## config.mk

```make
export PLATFORM = sky130hd
export DESIGN_NAME = score_keeper_flat
export DESIGN_NICKNAME = d
export VERILOG_FILES = /design/src/rtl/score_pkg.sv /design/src/rtl/score_keeper_if.sv /design/src/rtl/btn_sync_edge.sv /design/src/rtl/score_keeper.sv /design/src/flat_wrapper.sv
export SDC_FILE = /design/constraint.sdc
export NUM_CORES = 1
export LEC_CHECK = 0
export CAP_MARGIN = 30
export CORE_MARGIN = 2
export CORE_UTILIZATION = 40
export CTS_CLUSTER_SIZE = 12
export DETAILED_ROUTE_END_ITERATION = 12
export PLACE_DENSITY = 0.8
export SYNTH_ARGS = -nofsm -noshare
export SYNTH_HDL_FRONTEND = slang
export SYNTH_HIERARCHICAL = 1
export SYNTH_SLANG_ARGS = --single-unit
```

## constraint.sdc

```tcl
create_clock -name clk -period 2.4 [get_ports clk]
set_input_delay 0.24 -clock clk [delete_from_list [all_inputs] [get_ports clk]]
set_output_delay 0.24 -clock clk [all_outputs]
set_load 0.05 [all_outputs]
```

## src/rtl/score_pkg.sv

```systemverilog
// rtl/score_pkg.sv - shared types and constants for the score keeper and display decoder
package score_pkg;

  typedef enum logic [1:0] {
    PLAY  = 2'd0,
    JUDGE = 2'd1,
    OVER  = 2'd2
  } state_t;

  localparam int DEF_MAX_SCORE = 4;
  localparam int TALLY_W       = 3;

  // Saturating increment; the FSM never asks for one at the ceiling.
  function automatic logic [TALLY_W-1:0] sat_inc(input logic [TALLY_W-1:0] v,
                                                 input logic [TALLY_W-1:0] max);
    return (v >= max) ? v : v + 1'b1;
  endfunction

endpackage

```

## src/rtl/score_keeper_if.sv

```systemverilog
// rtl/score_keeper_if.sv - player inputs and scoring outputs of the score keeper
interface score_keeper_if
  import score_pkg::*;
#(
  parameter int GUESS_W = 4
);

  logic               submit;
  logic               new_game;
  logic [GUESS_W-1:0] guess;
  logic [GUESS_W-1:0] target;
  logic [TALLY_W-1:0] right;
  logic [TALLY_W-1:0] wrong;
  logic               hit;
  logic               miss;
  logic               next_req;
  logic               game_over;
  logic               win;

  modport master (
    output submit, new_game, guess, target,
    input  right, wrong, hit, miss, next_req, game_over, win
  );

  modport slave (
    input  submit, new_game, guess, target,
    output right, wrong, hit, miss, next_req, game_over, win
  );

endinterface

```

## src/rtl/btn_sync_edge.sv

```systemverilog
// rtl/btn_sync_edge.sv - 2-flop synchronizer plus rising-edge pulse, all flops reset to 1
module btn_sync_edge (
  input  logic clk,
  input  logic rst_n,
  input  logic btn,
  output logic pulse
);

  logic meta;
  logic sync;
  logic prev;

  // Reset-to-1 means a button held through reset must be released before it counts.
  always_ff @(posedge clk or negedge rst_n) begin
    if (!rst_n) begin
      meta <= 1'b1;
      sync <= 1'b1;
      prev <= 1'b1;
    end else begin
      meta <= btn;
      sync <= meta;
      prev <= sync;
    end
  end

  assign pulse = sync & ~prev;

endmodule

```

## src/rtl/score_keeper.sv

```systemverilog
// rtl/score_keeper.sv - judges guesses against the target and keeps right/wrong tallies
module score_keeper
  import score_pkg::*;
#(
  parameter int GUESS_W   = 4,
  parameter int MAX_SCORE = DEF_MAX_SCORE
) (
  input logic           clk,
  input logic           rst_n,
  score_keeper_if.slave bus
);

  localparam logic [TALLY_W-1:0] MAX_T = TALLY_W'(MAX_SCORE);

  state_t             state;
  logic               sub_pulse;
  logic               match;
  logic [TALLY_W-1:0] right_q;
  logic [TALLY_W-1:0] wrong_q;
  logic [TALLY_W-1:0] cur_tally;
  logic [TALLY_W-1:0] next_tally;
  logic               hit_q;
  logic               miss_q;
  logic               next_req_q;
  logic               game_over_q;
  logic               win_q;
  logic [GUESS_W-1:0] guess_s;
  logic [GUESS_W-1:0] target_s;

  assign guess_s  = bus.guess;
  assign target_s = bus.target;

  btn_sync_edge u_submit_sync (
    .clk   (clk),
    .rst_n (rst_n),
    .btn   (bus.submit),
    .pulse (sub_pulse)
  );

  assign cur_tally  = match ? right_q : wrong_q;
  assign next_tally = sat_inc(cur_tally, MAX_T);

  always_ff @(posedge clk or negedge rst_n) begin
    if (!rst_n) begin
      state       <= PLAY;
      match       <= 1'b0;
      right_q     <= '0;
      wrong_q     <= '0;
      hit_q       <= 1'b0;
      miss_q      <= 1'b0;
      next_req_q  <= 1'b0;
      game_over_q <= 1'b0;
      win_q       <= 1'b0;
    end else if (bus.new_game) begin
      // Restart wins over everything, including a judgment completing this cycle.
      state       <= PLAY;
      right_q     <= '0;
      wrong_q     <= '0;
      hit_q       <= 1'b0;
      miss_q      <= 1'b0;
      next_req_q  <= 1'b1;
      game_over_q <= 1'b0;
      win_q       <= 1'b0;
    end else begin
      hit_q      <= 1'b0;
      miss_q     <= 1'b0;
      next_req_q <= 1'b0;
      case (state)
        PLAY: begin
          if (sub_pulse) begin
            match <= (guess_s == target_s);
            state <= JUDGE;
          end
        end
        JUDGE: begin
          if (match) begin
            right_q <= next_tally;
            hit_q   <= 1'b1;
          end else begin
            wrong_q <= next_tally;
            miss_q  <= 1'b1;
          end
          next_req_q <= 1'b1;
          if (next_tally == MAX_T) begin
            state       <= OVER;
            game_over_q <= 1'b1;
            win_q       <= match;
          end else begin
            state <= PLAY;
          end
        end
        OVER: begin
          state <= OVER;
        end
        default: begin
          state <= PLAY;
        end
      endcase
    end
  end

  tally_below_max: assert property (@(posedge clk) disable iff (!rst_n)
    (state == JUDGE && !bus.new_game) |-> (cur_tally < MAX_T));

  assign bus.right     = right_q;
  assign bus.wrong     = wrong_q;
  assign bus.hit       = hit_q;
  assign bus.miss      = miss_q;
  assign bus.next_req  = next_req_q;
  assign bus.game_over = game_over_q;
  assign bus.win       = win_q;

endmodule

```

## src/flat_wrapper.sv

```systemverilog
// flat-port wrapper written by rule: the top's interface ports become plain ports
module score_keeper_flat import score_pkg::*;
#(
  parameter int GUESS_W   = 4,
  parameter int MAX_SCORE = DEF_MAX_SCORE
)
  (clk, rst_n, bus_submit, bus_new_game, bus_guess, bus_target, bus_right, bus_wrong, bus_hit, bus_miss, bus_next_req, bus_game_over, bus_win);
  score_keeper_if #(.GUESS_W(GUESS_W)) bus_i ();
  input logic clk;
  input logic rst_n;
  input wire logic [$bits(bus_i.submit)-1:0] bus_submit;
  input wire logic [$bits(bus_i.new_game)-1:0] bus_new_game;
  input wire logic [$bits(bus_i.guess)-1:0] bus_guess;
  input wire logic [$bits(bus_i.target)-1:0] bus_target;
  output wire logic [$bits(bus_i.right)-1:0] bus_right;
  output wire logic [$bits(bus_i.wrong)-1:0] bus_wrong;
  output wire logic [$bits(bus_i.hit)-1:0] bus_hit;
  output wire logic [$bits(bus_i.miss)-1:0] bus_miss;
  output wire logic [$bits(bus_i.next_req)-1:0] bus_next_req;
  output wire logic [$bits(bus_i.game_over)-1:0] bus_game_over;
  output wire logic [$bits(bus_i.win)-1:0] bus_win;
  assign bus_i.submit = bus_submit;
  assign bus_i.new_game = bus_new_game;
  assign bus_i.guess = bus_guess;
  assign bus_i.target = bus_target;
  assign bus_right = bus_i.right;
  assign bus_wrong = bus_i.wrong;
  assign bus_hit = bus_i.hit;
  assign bus_miss = bus_i.miss;
  assign bus_next_req = bus_i.next_req;
  assign bus_game_over = bus_i.game_over;
  assign bus_win = bus_i.win;
  score_keeper #(.GUESS_W(GUESS_W), .MAX_SCORE(MAX_SCORE)) u_core (.clk(clk), .rst_n(rst_n), .bus(bus_i));
endmodule
```

Word level (Yosys, flattened, before mapping)

Index checks and enable logic that the tools add are counted.
W data, S select, Z words.

Word-level logic and storage cells: 57
Register bits after elaboration: 17
Input bits: 12

Order comparisons: 1
Bitwise logic cells: 3
Add/sub/neg operators: 1
Muxes and demuxes: 26
Equality and inequality tests: 6
Reductions and logical operators: 8

Operator list:

| kind                  | count |
|---|---|
| $mux W3               | 8 |
| $mux W1               | 14 |
| $mux W2               | 3 |
| $pmux W2 S3           | 1 |
| $reduce_and A2 Y1     | 3 |
| $reduce_bool A2 Y1    | 3 |
| $eq A4 B4 Y1          | 1 |
| $add A3 B1 Y3 const B | 1 |
| $eq A3 B3 Y1 const B  | 1 |
| $ge A3 B3 Y1 const B  | 1 |
| $ne A3 B2 Y1 const B  | 1 |
| $reduce_and A3 Y1     | 1 |
| $eq A2 B1 Y1 const B  | 1 |
| $eq A2 B2 Y1 const B  | 1 |
| $logic_not A2 Y1      | 1 |
| $ne A2 B2 Y1 const B  | 1 |
| $not A1 Y1            | 2 |
| $and A1 B1 Y1         | 1 |

Logic depth before layout (Yosys ltp)

Gate-level depths: netlist (run 1).

Word-level depth: 7
Gate-level depth with buffers: 7

Hierarchy

The synthesis (run 1) kept the hierarchy.

Modules (own cells, without submodules):

| module        | cells an instance | instances | area an instance (µm²) |
|---|---|---|---|
| score_keeper  | 65                | 1         | 706.9 |
| btn_sync_edge | 4                 | 1         | 92.6 |

Worst setup path after synthesis (run 1)

No wires, ideal clock.

Path kind: reg-to-reg
Start: register u_core.right_q[0] (netlist: u_core/bus.right[0])
End: register u_core.win_q (netlist: u_core/bus.win)
Data arrival time: 1.872 ns
Data required time: 2.318 ns
Stages on the path, launching flop included: 7
Setup slack: 0.445 ns
Cell sequence: dfrtp_1 mux2_2 ha_1 nor3b_1 o21ai_1 or2_1 a31oi_1

Word-level cells in the longest chain between the ends: 6
Elaborated cells on any way between the ends: 7
Those cells by class: add/sub (1); order compare (1); eq/ne (1); mux (2); reduce/logical (2)

RTL lines:

| item                                          | line               | source |
|---|---|---|
| start: declaration                            | score_keeper.sv:18 | `logic [TALLY_W-1:0] right_q;` |
| start signal: assignment                      | score_keeper.sv:77 | `right_q <= next_tally;` |
| $mux W3 *                                     | score_keeper.sv:40 | `assign cur_tally = match ? right_q : wrong_q;` |
| $add A3 B1 Y3 or $ge A3 B3 Y1 (tied branches) | score_pkg.sv:16    | `return (v >= max) ? v : v + 1'b1;` |
| $mux W3 *                                     | score_pkg.sv:16    |  |
| $eq A3 B3 Y1 *                                | score_keeper.sv:84 | `if (next_tally == MAX_T) begin` |
| $reduce_bool A2 Y1 (no source line) *         | --                 |  |
| $reduce_and A2 Y1 (no source line) *          | --                 |  |
| end signal: assignment                        | score_keeper.sv:87 | `win_q <= match;` |
| end: declaration                              | score_keeper.sv:26 | `logic win_q;` |

Every way passes the cells marked *; elsewhere a longest branch is shown, timed or not.
A chain may end at the register's enable or synchronous reset.

Worst setup path after layout (run 1)

Start: register u_core.match
End: register u_core.win_q (netlist: u_core/bus.win)

Word-level cells in the longest chain between the ends: 6
Elaborated cells on any way between the ends: 10
Those cells by class: add/sub (1); order compare (1); eq/ne (1); mux (5); reduce/logical (2)

RTL lines:

| item                                          | line               | source |
|---|---|---|
| start: declaration                            | score_keeper.sv:17 | `logic match;` |
| start signal: assignment                      | score_keeper.sv:71 | `match <= (guess_s == target_s);` |
| $mux W3                                       | score_keeper.sv:40 |  |
| $add A3 B1 Y3 or $ge A3 B3 Y1 (tied branches) | score_pkg.sv:16    |  |
| $mux W3                                       | score_pkg.sv:16    |  |
| $eq A3 B3 Y1                                  | score_keeper.sv:84 |  |
| $reduce_bool A2 Y1 (no source line)           | --                 |  |
| $reduce_and A2 Y1 (no source line)            | --                 |  |

Parallel ways exist; a longest one is shown, timed or not. The select of a mux whose other input is x is not followed.

==> flow_metrics.tcl, run 1 <==
set metrics [dict create \
    core-area_um2 1920 \
    max_freq_mhz 478 \
    synthArstFlopShare_pct 100 \
    synth.most_common_cell "dfrtp_1" \
    fin_nets 108 \
    first_pass_iters 4 \
    grt_overflow 0 \
    synthCells 69 \
    synth_top_area_share_pct 43.8 \
    timing.rr.start "u_core/match" \
    critPathKind "reg2reg" \
    antenna_found_initial 0 \
    die_area_um2 2370 \
    grt_max_degree 18 \
    rsz0062_at_grt "false" \
    ant_nets 0 \
    clock_skew_ns 0.00479 \
    htree_levels 1 \
    cts_tree "yes" \
    synth_cell_types 31 \
    finalHoldViolCount 0 \
    route.detailed.drc 0 \
    run_status "finished, final reports clean" \
    antenna_cells 0 \
    ys.flop_type "dfrtp_1" \
    synth_edf_count 0 \
    path_depth 6 \
    slowest_delay_ns 0.58 \
    reg2reg_slack_ns 0.31 \
    grt_usage_pct 13.8 \
    numCtsBuffers 3 \
    drive_above_1_share_pct 18.1 \
    drt_iter0_drc 10 \
    ys_warn_count 6 \
    tns_ns 0 \
    drv_cap 0 \
    path_cells "mux2_2 > ha_1 > nor3b_1 > o21ai_1 > or2_1 > a31oi_1" \
    seq_area_frac_synth_pct 53.7 \
    worstPathRequired_ns 2.61 \
    vias 597 \
    cts-resized-gates 0 \
    clkSinkCount 17 \
    die_x_um 48.7 \
    dp.cells 117 \
    cts_root_buffer "clkbuf_4" \
    drt-vias-per-instance 4.93 \
    worst_r2r_endpoint "u_core/bus.win" \
    clock_latency_ns 0.28 \
    drv_slew 0 \
    grt_pass1_wl_um 2480 \
    min_path_type "reg2reg" \
    hold_buffers 0 \
    power.density_nw_per_um2 500 \
    portBuffers 22 \
    worst-endpoint-arrival_ns 2.30 \
    end_kind "flop" \
    worstSetupStartpoint "u_core/match" \
    clkTransAtPathRegs_ns 0.10 \
    netlist_area_um2 800 \
    syn-num-nets 82 \
    clk_path_buf_depth 2 \
    avgSynthCellArea_um2 11.6 \
    path_delay_family "flip-flops" \
    r2r_cells 6 \
    start_util_pct 41.6 \
    syn_to_final_growth_pct 34.6 \
    ys_top_cells_by_area "dfrtp_1 (44%), dfstp_2 (9.9%), mux2_2 (5.6%), nor2_1 (4.7%), xor2_1 (4.4%)" \
    postCtsSetupBuffers 0 \
    totalWireLength_um 1410 \
    ioPinCount 23 \
    dp_hpwl_um 1070 \
    grt_pass1_vias 573 \
    post_drt_wl_per_cell_um 11.6 \
    yosys_register_bits 17 \
    fp-row-count 16 \
    p_leak_nw 0.452 \
    setup_viol_count_final 0 \
    peakVddDrop_mv 0.217 \
    crit_slowest_cell "dfrtp_1" \
    die_h_um 48.7 \
    path_max_fanout 12 \
    tightestPinTransition_ns 0.708 \
    path_buf_inv 0 \
    startpoint_type "flop" \
    finalCriticalPeriod_ns 2.09 \
    gp_congestion 0.807 \
    stdcell_count 121 \
    yosysTopAreaCell "dfrtp_1" \
    netlist_top_cells_count "dfrtp_1 (14), nor2_1 (10), mux2_2 (4), xor2_1 (4)" \
    slew_headroom_pct 52.7 \
    endpoint "u_core/bus.win" \
    period_share_pct 87.1 \
]
-- state kept, by name, indices dropped and copies added (netlist names) --
| signal | flops |
|---|---|
| u_core/state | 2 |
| u_core/u_submit_sync/prev | 1 |
| u_core/match | 1 |
| u_core/u_submit_sync/sync | 1 |
| u_core/bus.hit | 1 |
| u_core/bus.right | 3 |
| u_core/bus.game_over | 1 |
| u_core/bus.miss | 1 |
| u_core/bus.next_req | 1 |
| u_core/bus.wrong | 3 |
| u_core/u_submit_sync/meta | 1 |
| u_core/bus.win | 1 |
-- through the flow --
stage | worst slack (ns) | util, % | instance area [um^2] | hold WS (ns) | power [mW]
2_1_floorplan | 0.445 | - | 800 | -0.0556 | 0.358
3_3_place_gp | 0.415 | 54.6 | 1050 | 0.346 | 0.395
3_5_place_dp | 0.362 | 54.6 | 1050 | 0.347 | 0.397
4_1_cts | 0.337 | 56.0 | 1080 | 0.356 | 0.544
5_1_grt | 0.188 | 56.0 | 1080 | 0.354 | 0.562
6_report | 0.309 | 56.0 | 1080 | 0.360 | 0.538
-- area by class of cell --
type                       count  area (um^2)
multi-input combinational     50          359
clock buffer                   4         26.3
sequential                    17          429
timing repair buffer          23          228
fill                         183          846
tap                           27         33.8
-- where the power goes --
part | switching, mW | internal, mW | total, mW
Combinational | 0.0423 | 0.0406 | 0.0829
Clock | 0.0828 | 0.0644 | 0.147
Sequential | 0.0107 | 0.298 | 0.308
-- cells in the final DEF, fill, tap and decap left out, types with 2 or more instances in the layout --
cell type	n
dfstp_2	3
xnor2_1	2
clkdlybuf4s50_1	22
nand2b_1	3
clkbuf_4	3
a31oi_1	2
o31ai_1	2
mux2_2	4
a21oi_1	2
nand2_1	2
o21ai_0	2
nor2_1	10
dfrtp_1	14
xor2_1	4
-- logic make-up after synthesis --
logic type | Yosys count | share of synthesized area, %
AND/OR/NAND/NOR | 26 | 20.3
AO/OA/AOI/OAI | 12 | 9.55
multiplexers | 5 | 6.89
flip-flops | 17 | 53.7
XOR/XNOR | 6 | 6.57
adder cells (fa/ha/maj) | 1 | 1.56
buffers and inverters | 2 | 1.41
-- worst register-to-register path, cell delays in order (launching register included) --
cell	delay, ns
dfrtp_1	0.58
mux2_2	0.39
ha_1	0.34
nor3b_1	0.20
o21ai_1	0.11
or2_1	0.26
a31oi_1	0.15
-- how the worst min path moves through the flow --
stage                                    startpoint                         to  cells past startpoint
final                     u_core/u_submit_sync/meta  u_core/u_submit_sync/sync                      0
after global routing                     bus_submit  u_core/u_submit_sync/meta                      1
after CTS                                bus_submit  u_core/u_submit_sync/meta                      1
after detailed placement  u_core/u_submit_sync/meta  u_core/u_submit_sync/sync                      0
after global placement    u_core/u_submit_sync/meta  u_core/u_submit_sync/sync                      0
after floorplan                               rst_n       u_core/bus.game_over                      0
-- per-layer routing --
metal | track usage [%] | vias to the layer above | wire length (um)
met4 | 10.0 | 0 | 27
met5 | 0 | - | 0
met2 | 22.8 | 24 | 718
met3 | 2.47 | 2 | 74
li1 | - | 293 | -
met1 | 16.0 | 278 | 585
Note: power is estimated with default switching activity, not from simulation.
==> run 2: changes to the inputs <==
Settings changed: ABC_AREA set to 1, CORE_UTILIZATION 40 to 45, PLACE_DENSITY 0.8 to 0.86.
==> run 2 against run 1 <==
  * Synthesized cell count grew 38%
  * Non-clock buffer count is 1 lower
  * Register-to-register slack better by 0.35 ns
  * First-iteration DRC count is 140% higher
  * Critical endpoint is now bus_wrong[2]
  * Largest cell class unchanged
  * Highest routed layer unchanged
==> flow_metrics.tcl, run 2 <==
set metrics [dict create \
    run_status "finished, final reports clean" \
    ys_top_cells_by_area "dfrtp_1 (41%), dfstp_2 (9.2%), nand2_1 (8.3%), inv_1 (7.4%), nand2_2 (5.1%)" \
    start_util_pct 48.7 \
    seq_area_frac_synth_pct 50.0 \
    clkTransAtPathRegs_ns 0.10 \
    cts_tree "yes" \
    finalHoldViolCount 0 \
    seqPwrFrac_pct 53.9 \
    die_x_um 47.7 \
    die_h_um 47.7 \
    min_path_type "in2reg" \
    synthCells 95 \
    tightestPinTransition_ns 0.703 \
    synth_cell_types 22 \
    post_drt_wl_per_cell_um 11.4 \
    hold_end "u_core/u_submit_sync/meta" \
    reg2reg_slack_ns 0.66 \
    gp_congestion 0.899 \
    clk_path_buf_depth 2 \
    fp-row-count 15 \
    crit_slowest_cell "clkdlybuf4s50_1" \
    clkSinkCount 17 \
    htree_levels 1 \
    max_freq_mhz 563 \
    min_path_cells 1 \
    r2r_cells 10 \
    finalCriticalPeriod_ns 1.78 \
    worst-endpoint-arrival_ns 1.54 \
    clock_skew_ns 0.00370 \
    comb_power_share_pct 18.5 \
    antenna_found_initial 0 \
    p_switching_mw 0.163 \
    synthArstFlopShare_pct 100 \
    yosys_register_bits 17 \
    portBuffers 22 \
    synth_edf_count 0 \
    numCtsBuffers 3 \
    drv_slew 0 \
    fin_nets 134 \
    syn_to_final_growth_pct 31.2 \
    switching_share_pct 28.8 \
    ant_nets 0 \
    drv_cap 0 \
    clock_power_share_pct 27.6 \
    layout_commonest_cell "clkdlybuf4s50_1" \
    path_cells "clkdlybuf4s50_1" \
    period_share_pct 74.1 \
    drive_above_1_share_pct 19.2 \
    avgSynthCellArea_um2 9.03 \
    hp-start "bus_submit" \
    grt_pass1_wl_um 2720 \
    drt_iter0_drc 24 \
    ys.flop_type "dfrtp_1" \
    grt_usage_pct 18.3 \
    synth_top_area_share_pct 40.8 \
    clock_latency_ns 0.30 \
    postCtsSetupBuffers 0 \
    cts-resized-gates 0 \
    end_kind "output port" \
    p_total_mw 0.567 \
    drt-vias-per-instance 4.78 \
    slowest_delay_ns 0.82 \
    dp_hpwl_um 1290 \
    critPathKind "reg2out" \
    yosysTopAreaCell "dfrtp_1" \
    rsz0062_at_grt "false" \
    netlist_top_cells_count "nand2_1 (19), inv_1 (17), dfrtp_1 (14)" \
    totalWireLength_um 1650 \
    route.detailed.drc 0 \
    worstPathRequired_ns 2.16 \
    tns_ns 0 \
    timing.rr.start "u_core/match" \
    startpoint_type "flop" \
    power.density_nw_per_um2 503 \
    path_buf_inv 1 \
    core-area_um2 1760 \
    ys_warn_count 6 \
    die_area_um2 2270 \
    synth.most_common_cell "nand2_1" \
    grt_pass1_vias 606 \
    grt_max_degree 18 \
    final_cell_mix "clkdlybuf4s50_1 (22), nand2_1 (19), inv_1 (17)" \
    first_pass_iters 4 \
    peakVddDrop_mv 0.349 \
    grt_overflow 0 \
    syn-num-nets 108 \
    p_leak_nw 0.536 \
    hold_buffers 0 \
    path_delay_family "buffers and inverters" \
    path_max_fanout 3 \
    setup_viol_count_final 0 \
    ioPinCount 23 \
    worstSetupStartpoint "u_core/bus.wrong[2]" \
    slew_headroom_pct 53.0 \
    worst_r2r_endpoint "u_core/bus.win" \
    cts_root_buffer "clkbuf_4" \
    netlist_area_um2 858 \
    antenna_cells 0 \
    vias 693 \
    internal_power_mw 0.403 \
]
run 2: cell types whose count changed after synthesis, sizes merged, moves of 3 or more:
cell / change
inv: +19
nor2: -3
nand2: +27
o22ai: +4
xor2: -3
nand2b: -3
nand3: +3
mux2: -4
run 2: layout make-up:
type | count | area (um^2)
inverter | 19 | 78.8
fill | 152 | 638
multi-input combinational | 58 | 339
tap | 25 | 31.3
clock inverter | 1 | 5.00
sequential | 17 | 429
timing repair buffer | 22 | 220
clock buffer | 3 | 22.5
run 2: per-stage QoR:
step	cells	hold slack [ns]	worst slack (ns)	cell area, um^2	utilization [%]
2_1_floorplan	95	-0.0556	0.689	858	-
3_3_place_gp	141	0.346	0.751	1100	62.3
3_5_place_dp	141	0.347	0.689	1100	62.3
4_1_cts	145	0.329	0.609	1130	63.8
5_1_grt	145	0.341	0.554	1130	63.8
6_report	145	0.336	0.623	1130	63.8
run 2: worst max-delay path by stage:
stage / end / cells after the start
2_1_floorplan: u_core/bus.win / 10
3_3_place_gp: u_core/bus.win / 10
3_5_place_dp: u_core/bus.win / 10
4_1_cts: bus_wrong[2] / 1
5_1_grt: u_core/bus.win / 10
6_report: bus_wrong[2] / 1
run 2: cells by family (layout without fill, tap and decap cells):
| group | after synthesis | after routing | share of synthesized area, % |
|---|---|---|---|
| compound gates | 11 | 11 | 7.00 |
| flops | 17 | 17 | 50.0 |
| buf+inv | 20 | 45 | 10.5 |
| simple gates | 42 | 42 | 27.0 |
| fa+ha+maj | 1 | 1 | 1.46 |
| xor+xnor | 4 | 4 | 4.08 |
run 2: routing by layer:
layer | vias to the layer above | part of all wire [%] | GRT usage [%]
met5 | - | 0 | 0
met4 | 0 | 3.2 | 9.73
met3 | 7 | 7.8 | 7.17
met2 | 36 | 45 | 27.8
met1 | 306 | 44 | 22.5
li1 | 344 | - | -
run 2: power by group through the flow:
stage	registers [mW]	clock network [mW]	logic [mW]
global route	0.307	0.173	0.115
global placement	0.310	0	0.102
CTS	0.306	0.160	0.105
finish	0.306	0.156	0.105
detailed placement	0.311	0	0.105
floorplan	0.318	0	0.0590
